File: src/rtl/seg7_pkg.sv
// Shared 7-segment constants, used by both the display driver and the scan capture monitor.
package seg7_pkg;

  // Active-low segment patterns on seg[6:0] (g..a); a 1 bit means the segment is off.
  localparam logic [6:0] PAT_0    = 7'h40;
  localparam logic [6:0] PAT_1    = 7'h79;
  localparam logic [6:0] PAT_2    = 7'h24;
  localparam logic [6:0] PAT_3    = 7'h30;
  localparam logic [6:0] PAT_4    = 7'h19;
  localparam logic [6:0] PAT_5    = 7'h12;
  localparam logic [6:0] PAT_6    = 7'h02;
  localparam logic [6:0] PAT_7    = 7'h78;
  localparam logic [6:0] PAT_8    = 7'h00;
  localparam logic [6:0] PAT_9    = 7'h10;
  localparam logic [6:0] PAT_A    = 7'h08;
  localparam logic [6:0] PAT_B    = 7'h03;
  localparam logic [6:0] PAT_C    = 7'h46;
  localparam logic [6:0] PAT_D    = 7'h21;
  localparam logic [6:0] PAT_E    = 7'h06;
  localparam logic [6:0] PAT_F    = 7'h0E;
  localparam logic [6:0] PAT_DASH = 7'h3F;

  localparam logic [3:0] DIG0     = 4'b1110;
  localparam logic [3:0] DIG1     = 4'b1101;
  localparam logic [3:0] DIG2     = 4'b1011;
  localparam logic [3:0] DIG3     = 4'b0111;
  localparam logic [3:0] DIG_NONE = 4'b1111;

  typedef enum logic [1:0] {IDLE, SETTLE, CAPTURE, HOLD} cap_state_t;

  typedef struct packed {
    logic [3:0] nibble;
    logic       dash;
    logic       err;
  } seg_dec_t;

  function automatic logic dig_legal(input logic [3:0] d);
    return (d == DIG0) || (d == DIG1) || (d == DIG2) || (d == DIG3);
  endfunction

  function automatic logic [1:0] dig_index(input logic [3:0] d);
    case (d)
      DIG1:    return 2'd1;
      DIG2:    return 2'd2;
      DIG3:    return 2'd3;
      default: return 2'd0;
    endcase
  endfunction

endpackage

File: src/rtl/seg7_pattern_decode.sv
// Combinational reverse decode of an active-low segment pattern to a hex nibble.
module seg7_pattern_decode
  import seg7_pkg::*;
(
  input  logic [6:0] pat,
  output seg_dec_t   dec
);

  always_comb begin
    dec = '{nibble: 4'h0, dash: 1'b0, err: 1'b0};
    case (pat)
      PAT_0:    dec.nibble = 4'h0;
      PAT_1:    dec.nibble = 4'h1;
      PAT_2:    dec.nibble = 4'h2;
      PAT_3:    dec.nibble = 4'h3;
      PAT_4:    dec.nibble = 4'h4;
      PAT_5:    dec.nibble = 4'h5;
      PAT_6:    dec.nibble = 4'h6;
      PAT_7:    dec.nibble = 4'h7;
      PAT_8:    dec.nibble = 4'h8;
      PAT_9:    dec.nibble = 4'h9;
      PAT_A:    dec.nibble = 4'hA;
      PAT_B:    dec.nibble = 4'hB;
      PAT_C:    dec.nibble = 4'hC;
      PAT_D:    dec.nibble = 4'hD;
      PAT_E:    dec.nibble = 4'hE;
      PAT_F:    dec.nibble = 4'hF;
      PAT_DASH: begin dec.nibble = 4'hF; dec.dash = 1'b1; end
      default:  dec.err = 1'b1;
    endcase
  end

endmodule

File: src/rtl/seg7_scan_capture.sv
// Monitors a multiplexed 7-segment bus, captures each settled digit and assembles 4-digit frames.
module seg7_scan_capture
  import seg7_pkg::*;
#(
  parameter int SETTLE_CYCLES = 8,
  parameter int SCAN_TIMEOUT  = 20000
) (
  input  logic        clk,
  input  logic        rst_n,
  input  logic [3:0]  dig,
  input  logic [7:0]  seg,
  output logic [15:0] digits_o,
  output logic [3:0]  dash_o,
  output logic [3:0]  dp_o,
  output logic        frame_valid_o,
  output logic        frame_err_o,
  output logic        scan_lost_o
);

  localparam logic [7:0]  SET_N = 8'(SETTLE_CYCLES);
  localparam logic [19:0] TMO   = 20'(SCAN_TIMEOUT);

  cap_state_t      state, state_nxt;
  logic [7:0]      cnt, cnt_nxt;
  logic [3:0]      prev_dig, cap_dig;
  logic [7:0]      prev_seg, cap_seg;
  logic [19:0]     tcnt, tcnt_nxt;
  logic [3:0][3:0] slot_nib;
  logic [3:0]      slot_dash, slot_dp, slot_err, mask;
  logic [1:0]      idx;
  logic            stable, frame_fire;
  seg_dec_t        dec;

  seg7_pattern_decode u_dec (.pat(cap_seg[6:0]), .dec(dec));

  assign stable     = (dig == prev_dig) && (seg == prev_seg);
  assign idx        = dig_index(cap_dig);
  assign frame_fire = (state == CAPTURE) && (idx == 2'd3) && (&mask[2:0]);
  assign tcnt_nxt   = (state == CAPTURE) ? '0 : ((tcnt == TMO) ? tcnt : tcnt + 20'd1);

  always_comb begin
    state_nxt = state;
    cnt_nxt   = cnt;
    case (state)
      IDLE:
        if (dig_legal(dig)) begin
          state_nxt = SETTLE;
          cnt_nxt   = 8'd1;
        end
      SETTLE:
        // cnt counts samples already seen stable, so reaching SET_N commits regardless of this sample
        if (cnt == SET_N)         state_nxt = CAPTURE;
        else if (!dig_legal(dig)) state_nxt = IDLE;
        else if (stable)          cnt_nxt   = cnt + 8'd1;
        else                      cnt_nxt   = 8'd1;
      CAPTURE:
        state_nxt = HOLD;
      HOLD:
        if (dig != cap_dig) begin
          if (dig_legal(dig)) begin
            state_nxt = SETTLE;
            cnt_nxt   = 8'd1;
          end else begin
            state_nxt = IDLE;
          end
        end
      default: state_nxt = IDLE;
    endcase
  end

  always_ff @(posedge clk or negedge rst_n) begin
    if (!rst_n) begin
      state         <= IDLE;
      cnt           <= '0;
      prev_dig      <= '0;
      prev_seg      <= '0;
      cap_dig       <= '0;
      cap_seg       <= '0;
      tcnt          <= '0;
      slot_nib      <= '0;
      slot_dash     <= '0;
      slot_dp       <= '0;
      slot_err      <= '0;
      mask          <= '0;
      digits_o      <= '0;
      dash_o        <= '0;
      dp_o          <= '0;
      frame_valid_o <= 1'b0;
      frame_err_o   <= 1'b0;
      scan_lost_o   <= 1'b0;
    end else begin
      state         <= state_nxt;
      cnt           <= cnt_nxt;
      prev_dig      <= dig;
      prev_seg      <= seg;
      tcnt          <= tcnt_nxt;
      frame_valid_o <= frame_fire;
      // Latch the settled sample, not the live bus, which may already be moving on
      if (state == SETTLE && cnt == SET_N) begin
        cap_dig <= prev_dig;
        cap_seg <= prev_seg;
      end
      if (state == CAPTURE) begin
        slot_nib[idx]  <= dec.nibble;
        slot_dash[idx] <= dec.dash;
        slot_dp[idx]   <= ~cap_seg[7];
        if (idx == 2'd3) begin
          mask     <= '0;
          slot_err <= '0;
        end else begin
          mask[idx]     <= 1'b1;
          slot_err[idx] <= dec.err;
        end
      end
      if (frame_fire) begin
        digits_o    <= {dec.nibble, slot_nib[2], slot_nib[1], slot_nib[0]};
        dash_o      <= {dec.dash, slot_dash[2:0]};
        dp_o        <= {~cap_seg[7], slot_dp[2:0]};
        frame_err_o <= dec.err | (|slot_err[2:0]);
      end
      if (frame_fire)          scan_lost_o <= 1'b0;
      else if (tcnt_nxt == TMO) scan_lost_o <= 1'b1;
    end
  end

endmodule

File: config.mk
export PLATFORM = sky130hd
export DESIGN_NAME = seg7_scan_capture
export DESIGN_NICKNAME = d
export VERILOG_FILES = /design/src/rtl/seg7_pkg.sv /design/src/rtl/seg7_pattern_decode.sv /design/src/rtl/seg7_scan_capture.sv
export SDC_FILE = /design/constraint.sdc
export NUM_CORES = 1
export LEC_CHECK = 0
export BUFFER_PORTS_ARGS = -buffer_cell sky130_fd_sc_hd__buf_4
export CELL_PAD_IN_SITES_DETAIL_PLACEMENT = 1
export CELL_PAD_IN_SITES_GLOBAL_PLACEMENT = 2
export CORE_AREA = 2 2 117 119
export DETAILED_ROUTE_END_ITERATION = 10
export DIE_AREA = 0 0 119 121
export GPL_ROUTABILITY_DRIVEN = 0
export PLACE_DENSITY_LB_ADDON = 0.3
export REMOVE_ABC_BUFFERS = 1
export SKIP_LAST_GASP = 1
export SLEW_MARGIN = 20
export SYNTH_ARGS = -nofsm -noshare
export SYNTH_HDL_FRONTEND = slang
export SYNTH_HIERARCHICAL = 1
export SYNTH_SLANG_ARGS = --single-unit
File: constraint.sdc
create_clock -name clk -period 3.25 [get_ports clk]
set_clock_uncertainty 0.15 [all_clocks]
set_input_delay 0.65 -clock clk [delete_from_list [all_inputs] [get_ports clk]]
set_output_delay 0.65 -clock clk [all_outputs]
set_load 0.01 [all_outputs]
Word-level counts from Yosys, hierarchy flattened
Index checks and enable logic that the tools add are counted.

Add/sub/neg operators: 2. Multiply operators: 0. Div/mod/pow operators: 0. Order comparisons: 2. Equality and inequality tests: 38. Shift-type cells: 0. Muxes and demuxes: 30. Bitwise logic cells: 3. Reductions and logical operators: 18.

Operators by type and width (count): $pmux W4 S15 (1); $eq A20 B15 Y1 const B (2); $mux W20 (2); $mux W8 (5); $eq A7 B6 Y1 const B (4); $eq A7 B7 Y1 const B (4); $pmux W8 S3 (1); $eq A7 B5 Y1 const B (3); $add A20 B1 Y20 const B (1); $eq A4 B4 Y1 const B (5); $reduce_or A17 Y1 (1); $bwmux W16 (1); $eq A7 B2 Y1 const B (2); $eq A7 B4 Y1 const B (2); $bwmux W4 (3); $mux W4 (3); $add A8 B1 Y8 const B (1); $demux W4 S2 (1); $eq A4 B3 Y1 const B (2); $eq A8 B4 Y1 const B (1); $eq A8 B8 Y1 (1); $mux W2 (4); $ne A2 B2 Y1 const B (4); $pmux W2 S4 (1); other kinds (24) (38).

Register bits: 113. Latch bits: 0. Memory bits (writable): 0. Bits in read-only memories: 0. Bits of input ports: 14. Output and inout bits: 27. Word-level logic and storage cells: 114. Memories: 0.

Logic depth before layout (Yosys ltp)
Depth after elaboration: 8. Depth in mapped cells: 9. Mapped depth without buffers: 8.

Hierarchy
The synthesis kept the hierarchy.

Modules (own cells, without submodules): seg7_scan_capture (times used 1, cells each 413, area an instance 4817.1 um2, seq. area each 2627.5 um2); seg7_pattern_decode (times used 1, cells each 59, area an instance 360.3 um2, seq. area each 0.0 um2).

Least setup slack after synthesis
OpenSTA, ideal clock, no wires.

Path kind: reg2reg. Start point: register cap_dig[3]. End point: register digits_o[10]. Setup time: 0.125 ns. Data arrival time: 2.241 ns. Data required time: 2.975 ns. Path slack: 0.734 ns. Cell stages (with the launch flop): 9. Buffers on the path: 2. Clock period less this slack: 2.516 ns. Path through: dfrtp_1 xor2_1 and3_1 clkbuf_1 ha_1 nand2_1 nor2_1 buf_2 mux2_2.

Longest elaborated chain between the ends: 5. Elaborated cells on any way between the ends: 7. Classes of those cells: eq/ne (4); mux (1); reduce/logical (2).

Ends and longest elaborated chain: start, declared (line seg7_scan_capture.sv:25) `logic [3:0] prev_dig, cap_dig;`; start signal, assigned (line seg7_scan_capture.sv:100) `cap_dig <= prev_dig;`; $eq A4 B3 Y1 or $eq A4 B4 Y1 (tied branches) (line seg7_pkg.sv:42) `case (d)`; $pmux W2 S3 * (line seg7_pkg.sv:42); $eq A2 B2 Y1 * (line seg7_scan_capture.sv:38) `assign frame_fire = (state == CAPTURE) && (idx == 2'd3) && (&mask[2:0]);`; $logic_and A1 B1 Y1 * (2 in series) (line seg7_scan_capture.sv:38); end signal, assigned (line seg7_scan_capture.sv:116) `digits_o <= {dec.nibble, slot_nib[2], slot_nib[1], slot_nib[0]};`; end, declared (line seg7_scan_capture.sv:12) `output logic [15:0] digits_o,`.

Every way passes the cells marked *; elsewhere a longest branch is shown, timed or not. A chain may end at the register's enable or synchronous reset.

Worst setup path in the final report
Start point: register tcnt[1]. End point: register scan_lost_o.

Longest elaborated chain between the ends: 5. Elaborated cells on any way between the ends: 6. Classes of those cells: add/sub (1); eq/ne (2); mux (2); reduce/logical (1).

Ends and longest elaborated chain: start, declared (line seg7_scan_capture.sv:27) `logic [19:0] tcnt, tcnt_nxt;`; start signal, assigned (line seg7_scan_capture.sv:96) `tcnt <= tcnt_nxt;`; $add A20 B1 Y20 or $eq A20 B15 Y1 (tied branches) (line seg7_scan_capture.sv:39) `assign tcnt_nxt = (state == CAPTURE) ? '0 : ((tcnt == TMO) ? tcnt : tcnt + 20'd1);`; $mux W20 * (2 in series) (line seg7_scan_capture.sv:39); $eq A20 B15 Y1 * (line seg7_scan_capture.sv:122) `else if (tcnt_nxt == TMO) scan_lost_o <= 1'b1;`; $reduce_bool A2 Y1 (no line) *; end signal, assigned (line seg7_scan_capture.sv:90) `scan_lost_o <= 1'b0;`; end signal, assigned (line seg7_scan_capture.sv:121) `if (frame_fire) scan_lost_o <= 1'b0;`; end signal, assigned (line seg7_scan_capture.sv:122); end, declared (line seg7_scan_capture.sv:17) `output logic scan_lost_o`.

Marked as above.

==> qor.txt <==
Die X -> 119 um
Height of the die -> 121 um
Htree depth -> 3
Routed via count -> 3700
Share of the synthesized area in the top cell type -> 50.7%
Final setup TNS -> 0 ns
CTS max path bufs -> 2
Sequential Power Share -> 48.9%
Placed instance count -> 677
RSZ-0062 raised after global routing -> false
Setup CP Type -> flip-flop to flip-flop
Power per cell area -> 504 nW/um^2
Nets -> 534
Switching part of the total -> 26.3%
First-pass GRT wire length -> 20000 um
Crit path required time -> 3.32 ns
DRC violations left -> 0
Drt via density -> 5.35
CTS-repair resized insts -> 0
Area delta synth->final -> 15.6%
Final HPWL DP -> 8380 um
Root Buffer -> clkbuf_16
Min cycle time layout -> 2.55 ns
Cts bufs inserted -> 9
Tcrit/Tclk final -> 78.6%
VDD IR max -> 0.392 mV
Hold Path Class -> primary input to async pin
Final hold vios -> 0
Multi-input logic area -> 2390 sq um
Distinct cells, synth -> 57
Vias in the first global route -> 3964
Clock Latency Late Sink -> 0.35 ns
Placeable Area -> 13100 sq um
Cell-internal power -> 0.00222 W
CTS sink cnt -> 105
Non-Filler Instances -> 691
R2R depth -> 7
Worst Path Arrival -> 2.62 ns
# diodes -> 0
WL final -> 11600 um
Primary FF master, synth -> dfrtp_1
Synth Instances -> 472
FF-to-FF setup slack -> 0.70 ns
R2r startpoint -> tcnt[1]$_DFF_PN0_
Clock Power Share -> 39.0%
Least-Margin Pin Slew -> 0.771 ns
Yosys top cell by area -> dfrtp_1
Port bufs -> 40
Clk slew on worst S/H paths -> 0.07 ns
Top cells by area, synth -> dfrtp_1 51%, mux2_2 11%, xor2_1 3.6%, nor2_1 2.9%, xnor2_1 2.7%
Syn. warnings -> 6
Comb pwr share -> 12.0%
Slew HR -> 47.8%
Layout cells sized above 1 -> 24.3%
Global route overflow -> 0
CTS tree -> done
Setup Fix Bufs, Post-CTS -> 0
Setup WS pre-CTS -> 0.689 ns
Number of synthesized flops with an enable pin -> 0
Storage element area -> 2630 sq um
Reg2Reg Capture Point -> scan_lost_o$_DFFE_PN0P_
# setup viols final -> 0
Sequential fraction of the synthesis area -> 50.7%
Net switching power -> 0.000793 W
Maximum fanout along the worst path -> 8
Flop and latch count out of synthesis -> 105
Post-Syn Area per Cell -> 11.0 sq um
# rows -> 42
CP startpoint kind -> flip-flop
1st-iter DRT viols -> 103
Critical path cell sequence -> ha_1 > nand2_1 > or3_1 > nor4_4 > mux2_2 > a21oi_1 > o32ai_2
Drt pass-1 iters -> 4
Antenna-violating nets left -> 0
Largest net degree at the start of global routing -> 55
Top achievable clock speed -> 392 MHz
IO Pins -> 41
Initial antenna violation count -> 0
DR WL/cell -> 16.8 um
Post-Syn Area -> 5180 sq um
Worst Setup End Kind -> flip-flop
Worst setup margin -> 0.696 ns
Starting Density -> 39.6%
Die area -> 14400 sq um
Max_cap viols -> 0
Slowest cell on crit path -> or3_1
Final Max Tran Viols -> 0
Filler Cells Inserted -> 1421
Status -> finished clean
Leakage dissipation -> 2.78 nW
CTS Hold Bufs -> 0
Post-synth ARST share -> 100%
Delay of the slowest critical-path stage -> 0.47 ns
Total track usage -> 17.6%
cells in the final DEF, fill, tap and decap left out, drive strengths merged, types with 2 or more instances in the layout:
cell type / netlist / routed
a21oi: 13 / 13
a221oi: 2 / 2
a31oi: 5 / 5
a32oi: 2 / 2
and2: 2 / 2
and3: 6 / 6
buf: 12 / 48
bufinv: 0 / 2
clkbuf: 7 / 10
dfrtp: 105 / 105
ha: 8 / 8
inv: 16 / 17
mux2: 51 / 51
mux2i: 8 / 8
nand2: 30 / 30
nand2b: 6 / 6
nand3: 18 / 18
nand4: 8 / 8
nand4b: 4 / 4
nor2: 40 / 40
nor2b: 6 / 6
nor3: 10 / 10
nor3b: 2 / 2
nor4: 12 / 12
nor4b: 2 / 2
o21a: 4 / 4
o21ai: 19 / 19
o22a: 2 / 2
o22ai: 3 / 3
o311ai: 2 / 2
o31ai: 3 / 3
or2: 3 / 3
or3: 10 / 10
xnor2: 16 / 16
xor2: 21 / 21
worst max-delay path: cells and delay by family (launching register included):
kind                     cells  cell delay (ns)
adder cells (fa/ha/maj)      1             0.31
AND/OR/NAND/NOR              3             0.89
multiplexers                 1             0.37
flip-flops                   1             0.43
AO/OA/AOI/OAI                2             0.28
power groups by stage:
stage | logic (W) | clock network (W) | registers [W]
final | 0.000363 | 0.00118 | 0.00148
after global placement | 0.000358 | 0 | 0.00149
after detailed placement | 0.000368 | 0 | 0.00150
after CTS | 0.000371 | 0.00121 | 0.00148
after global routing | 0.000416 | 0.00126 | 0.00150
after floorplan | 0.000249 | 0 | 0.00147
area by class of cell:
cell class / instances / area share [%]
multi-input cells: 332 / 39.9
repair buffers: 48 / 6.23
clock buffers: 10 / 3.99
well taps: 176 / 3.68
clock inverters: 4 / 1.30
inverters: 16 / 1.00
flip-flops and latches: 105 / 43.9
cells in the mapped netlist (all sizes together), types with 2 or more instances:
library cell / n
dfrtp: 105
mux2: 51
nor2: 40
nand2: 30
xor2: 21
o21ai: 19
nand3: 18
inv: 16
xnor2: 16
a21oi: 13
buf: 12
nor4: 12
nor3: 10
or3: 10
ha: 8
mux2i: 8
nand4: 8
clkbuf: 7
and3: 6
nand2b: 6
nor2b: 6
a31oi: 5
nand4b: 4
o21a: 4
o22ai: 3
o31ai: 3
or2: 3
a221oi: 2
a32oi: 2
and2: 2
nor3b: 2
nor4b: 2
o22a: 2
o311ai: 2
metrics by stage:
stage / hold WS [ns] / power (W) / util [%] / cell area, sq um
finish: 0.0489 / 0.00302 / 45.8 / 5990
floorplan: 0.204 / 0.00172 / - / 5070
global placement: 0.314 / 0.00185 / 43.3 / 5670
detailed placement: 0.331 / 0.00187 / 43.3 / 5670
global route: 0.0627 / 0.00317 / 45.8 / 5990
CTS: 0.0506 / 0.00306 / 45.8 / 5990
kinds of logic after synthesis:
group / share of synthesized area [%]
compound gates: 8.60
xor+xnor: 6.26
fa+ha+maj: 1.93
buf+inv: 3.14
flops: 50.7
mux: 12.6
simple gates: 16.7
worst max-delay path by stage:
stage | slack (ns) | depth (start not counted) | end | start
after floorplan | 0.01 | 4 | dash_o[0]$_DFFE_PN0P_ | flip-flop
after global placement | 0.74 | 7 | scan_lost_o$_DFFE_PN0P_ | tcnt[1]$_DFF_PN0_
after detailed placement | 0.69 | 7 | scan_lost_o$_DFFE_PN0P_ | tcnt[1]$_DFF_PN0_
after CTS | 0.68 | 6 | scan_lost_o$_DFFE_PN0P_ | tcnt[9]$_DFF_PN0_
after global routing | 0.51 | 7 | scan_lost_o$_DFFE_PN0P_ | tcnt[1]$_DFF_PN0_
final | 0.70 | 7 | scan_lost_o$_DFFE_PN0P_ | tcnt[1]$_DFF_PN0_
sequential cells by signal (all words and copies together), names as in the netlist, named ones only:
name / flops
mask: 1
dash_o: 4
digits_o: 16
frame_valid_o: 1
frame_err_o: 1
cnt: 8
tcnt: 20
prev_dig: 4
slot_dp: 3
state: 1
prev_seg: 8
scan_lost_o: 1
cap_seg: 8
dp_o: 4
slot_err: 3
slot_nib: 12
slot_dash: 3
cap_dig: 4
metal layers:
layer	part of all wire [%]	vias to the layer above	wire length [um]	track usage, %
met1	46	1874	5380	22.3
met4	1.5	0	174	5.73
li1	-	1764	-	-
met3	2.7	12	314	4.09
met5	0	-	0	0
met2	49	50	5760	30.0
Power figures use the tool's default switching activity.
